### src/rtl/ff_bank_arbiter.sv
// ff_bank_arbiter: four requesters share one WIDTH-bit flip-flop register.
// A round-robin arbiter picks one requester, writes its data into the
// register, and acknowledges with a one-cycle ack pulse.
// Optional feature macro: TOGGLE_OP_EN adds the op port. op[i]=1 makes
// requester i's write an XOR (toggle) instead of a plain load.
//
// Handshake: a requester raises req[i] with wdata valid and holds both
// until it sees ack[i]. gnt[i] rises one edge after req[i] is sampled in
// IDLE. Dropping req[i] while the FSM is in GRANT aborts the write. ack[i]
// is high for exactly one cycle (COMMIT), and gnt[i] stays high with it.
module ff_bank_arbiter #(
  parameter int WIDTH = 8,
  parameter int NREQ  = 4
) (
  input  logic               clk,
  input  logic               res,
  input  logic [3:0]         req,
  input  logic [4*WIDTH-1:0] wdata,
`ifdef TOGGLE_OP_EN
  input  logic [3:0]         op,
`endif
  output logic [3:0]         gnt,
  output logic [3:0]         ack,
  output logic [WIDTH-1:0]   q,
  output logic               busy,
  output logic [1:0]         state_dbg
);

  typedef enum logic [1:0] {
    IDLE   = 2'd0,
    GRANT  = 2'd1,
    COMMIT = 2'd2
  } state_t;

  state_t           state, state_n;
  logic [1:0]       ptr, ptr_n;
  logic [1:0]       win, win_n;
  logic [3:0]       gnt_n, ack_n;
  logic [WIDTH-1:0] q_n;
  logic [1:0]       pick, idx;
  logic             found;
  logic [WIDTH-1:0] win_data;

  // Round-robin search: start at ptr and wrap 3->0; first active req wins.
  always_comb begin
    pick  = ptr;
    idx   = ptr;
    found = 1'b0;
    for (int k = 0; k < 4; k++) begin
      idx = ptr + 2'(k);
      if (!found && req[idx]) begin
        pick  = idx;
        found = 1'b1;
      end
    end
  end

  assign win_data = wdata[win*WIDTH +: WIDTH];

  // Next-state and registered-output logic; everything holds by default.
  always_comb begin
    state_n = state;
    ptr_n   = ptr;
    win_n   = win;
    gnt_n   = gnt;
    ack_n   = ack;
    q_n     = q;
    case (state)
      IDLE: begin
        if (found) begin
          state_n = GRANT;
          win_n   = pick;
          gnt_n   = 4'b0001 << pick;
        end
      end
      GRANT: begin
        if (req[win]) begin
`ifdef TOGGLE_OP_EN
          if (op[win]) q_n = q ^ win_data;
          else         q_n = win_data;
`else
          q_n = win_data;
`endif
          state_n = COMMIT;
          ack_n   = 4'b0001 << win;
        end else begin
          // Winner withdrew: abort without writing and without moving ptr.
          state_n = IDLE;
          gnt_n   = 4'b0000;
        end
      end
      COMMIT: begin
        state_n = IDLE;
        gnt_n   = 4'b0000;
        ack_n   = 4'b0000;
        ptr_n   = win + 2'd1;
      end
      default: begin
        state_n = IDLE;
        gnt_n   = 4'b0000;
        ack_n   = 4'b0000;
      end
    endcase
  end

  // State, pointer, grant/ack and the shared register; async active-low clear.
  always_ff @(posedge clk or negedge res) begin
    if (!res) begin
      state <= IDLE;
      ptr   <= 2'd0;
      win   <= 2'd0;
      gnt   <= 4'b0000;
      ack   <= 4'b0000;
      q     <= '0;
    end else begin
      state <= state_n;
      ptr   <= ptr_n;
      win   <= win_n;
      gnt   <= gnt_n;
      ack   <= ack_n;
      q     <= q_n;
    end
  end

  assign busy      = (state != IDLE);
  assign state_dbg = state;

endmodule

### config.mk
export PLATFORM = sky130hd
export DESIGN_NAME = ff_bank_arbiter
export DESIGN_NICKNAME = d
export VERILOG_FILES = /design/src/rtl/ff_bank_arbiter.sv
export SDC_FILE = /design/constraint.sdc
export NUM_CORES = 1
export LEC_CHECK = 0
export ABC_AREA = 0
export BUFFER_PORTS_ARGS = -buffer_cell sky130_fd_sc_hd__buf_2
export CORE_UTILIZATION = 49
export CTS_CLUSTER_DIAMETER = 80
export DETAILED_ROUTE_END_ITERATION = 8
export PLACE_DENSITY = 0.95
export SYNTH_ARGS = -nofsm -noshare
export SYNTH_HDL_FRONTEND = slang
export SYNTH_SLANG_ARGS = --single-unit
export TNS_END_PERCENT = 50
### constraint.sdc
create_clock -name clk -period 2.8 [get_ports clk]
set_clock_uncertainty 0.15 [all_clocks]
set_input_delay 0.42 -clock clk [delete_from_list [all_inputs] [get_ports clk]]
set_output_delay 0.42 -clock clk [all_outputs]
set_load 0.01 [all_outputs]
==> reports/results.tsv <==
metric	value	unit
count leader, synth	dfrtp_1	
TritonCTS clock tree	done	
HP Class	register to register	
clock latency on the worst-skew pair	0.31	ns
FF+latch area	550.5	um^2
I/O pins	57	
area delta synth->final	26.55	%
GP Congestion	0.7366	
top cells by area, synth	dfrtp_1, mux4_2, mux2_2, ha_1, mux2i_1	
root buffer cell	clkbuf_4	
Port Buffers	56	
register area share after synthesis	0.4476	
Max FO, Critical Path	13	
die width	52.10	um
Tcrit/Tclk final	0.7093	
global route total overflow	0	
RSZ-0062 raised after global routing	false	
nets@finish	195	
H-tree Lvls	1	
Worst slew margin	0.6572	
Synth Register Bits	22	
Primary FF master, synth	dfrtp_1	
Worst IR Drop VDD	583.2	uV
Power Density	993.5	nW/um^2
routed length per instance	15.25	um
# fillers	173	
GR Util All Layers	0.2265	
global-route wire length before repair	4333	um
MaxCap Viol Count	0	
LEAKAGE	0.8005	nW
Max Freq	503.5	MHz
ys async rst share	1.000	
post-layout min period	1.986	ns
Yosys warnings	0	
Arrival @ worst endpoint	2.04	ns
Synth Area per Inst	13.23	um^2
DRT antenna net count	0	
Crit path required time	2.85	ns
core outline area	2297	um^2
total DRC errors in the routed layout	0	
count of cell types in the netlist	32	
initial core utilization	0.5354	
Yosys top cell area share	0.4476	
vias in the first global route	978	
Post-CTS Setup Bufs	0	
Startpoint Class	register	
setup TNS	0	ns
final count of negative-setup-slack endpoints	0	
final hold violation count	0	
initial antenna violation count	0	
Core Util, Final	0.6776	
Clock Tree Buf Depth	2	
layout cells sized above 1	0.5563	
hpwl dp	2166	um
largest net degree at the start of global routing	23	
area leader, netlist	dfrtp_1	
final max-slew violation count	0	
# rows	17	
Slew @ Worst Pin	0.5143	ns
Diodes inserted	0	
outcome	completed	
syn nets	135	
vias per cell	5.603	
number of synthesized flops with an enable pin	0	
drt initial violations	15	
Sink Count	22	
Cells after Synth	93	
crit end category	register	
top post-synthesis cells by count	dfrtp_1, mux2_2, mux4_2	
CTS buffer count	3	
mapped cell area	1230	um^2
Routed Wire Length	2730	um
Multi-input gate area	631.9	um^2
Vias	1003	
Crit Path Class	register to register	
clock-pin slew on the worst setup and hold paths	0.10	ns
DR pass1 iterations	4	
die footprint	2714	um^2
die height	52.10	um
worst max-delay path: stages (launching register included):
cell and delay [ns]:
dfrtp_1 0.68, mux4_2 0.41, nand3b_2 0.27, mux2_2 0.37
path summary, 6_finish.rpt:
kind	from	endpoint	slack (ns)	cells past startpoint
min in group asynchronous	res	q[3]	0.44	2
worst min-delay path	gnt[3]	gnt[3]	0.35	1
worst max-delay path	win[1]	q[4]	0.81	3
worst min register to register	gnt[3]	gnt[3]	0.35	1
worst max register to register	win[1]	q[4]	0.81	3
max in group asynchronous	res	gnt[2]	1.74	2
final cells by class:
cell class                      instances  area share
Timing Repair Buffer                   58      0.1913
Inverter                                5     0.01206
Clock buffer                            3     0.01447
Multi-Input combinational cell         63      0.4059
Sequential cell                        22      0.3537
Tap cell                               28     0.02251
power by group:
| part | switching (W) | internal [W] | total [W] |
|---|---|---|---|
| clock | 0.0000895 | 0.0000503 | 0.000140 |
| combinational | 0.000381 | 0.000424 | 0.000805 |
| sequential | 0.000133 | 0.000469 | 0.000601 |
| total | 0.000603 | 0.000943 | 0.00155 |
kinds of logic (layout without fill, tap and decap cells):
kind of cell,Yosys count,count (layout),synth area share
AND/OR/NAND/NOR,20,20,0.09870
AO/OA/AOI/OAI,17,17,0.09462
adder cells (fa/ha/maj),4,4,0.04069
flip-flops,22,22,0.4476
buffers and inverters,8,66,0.03865
multiplexers,22,22,0.2798
repair_timing:
item,CTS,global route
hold buffers,1,0
resized for setup,0,0
hold endpoints to repair,22,0
state kept, by name, summed over array words and instances (netlist names):
signal and flops:
gnt 4, ptr 2, q 8, win 2, ack 4, state_dbg 2
metrics by stage:
step	hold slack (ns)	setup slack (ns)	std cells	instance area, um^2	total power (W)
2_1_floorplan	-0.02559	1.067	93	1230	0.001168
3_3_place_gp	0.2399	0.8580	175	1524	0.001374
5_1_grt	0.3725	0.7212	179	1556	0.001671
3_5_place_dp	0.2584	0.8184	175	1524	0.001417
6_report	0.3545	0.8140	179	1556	0.001546
4_1_cts	0.3622	0.8090	179	1556	0.001563
per-layer routing:
layer,share of wire,GRT usage
met2,0.55,0.3932
met5,0,0
met1,0.38,0.2596
met3,0.042,0.06140
met4,0.021,0.09459
placed cells by master (no fill, tap or decap):
cell type and count:
a21boi_0 1, a21oi_1 2, a22o_1 2, a31oi_1 1, and2b_2 1, buf_2 56, buf_4 1, clkbuf_4 3
dfrtp_1 22, dlygate4sd3_1 1, ha_1 4, inv_1 5, mux2_2 9, mux2i_1 4, mux4_2 9, nand2_1 3
nand2_4 1, nand2b_1 1, nand3b_2 1, nand4_1 1, nor2_1 5, nor2b_1 2, nor3b_1 1, nor4_1 1
o21ai_0 5, o21bai_1 1, o22a_1 1, o22a_2 1, o22ai_1 1, o2bb2ai_1 2, or2_1 1, or2_2 1
or2b_2 1
Note: power is estimated with default switching activity, not from simulation.
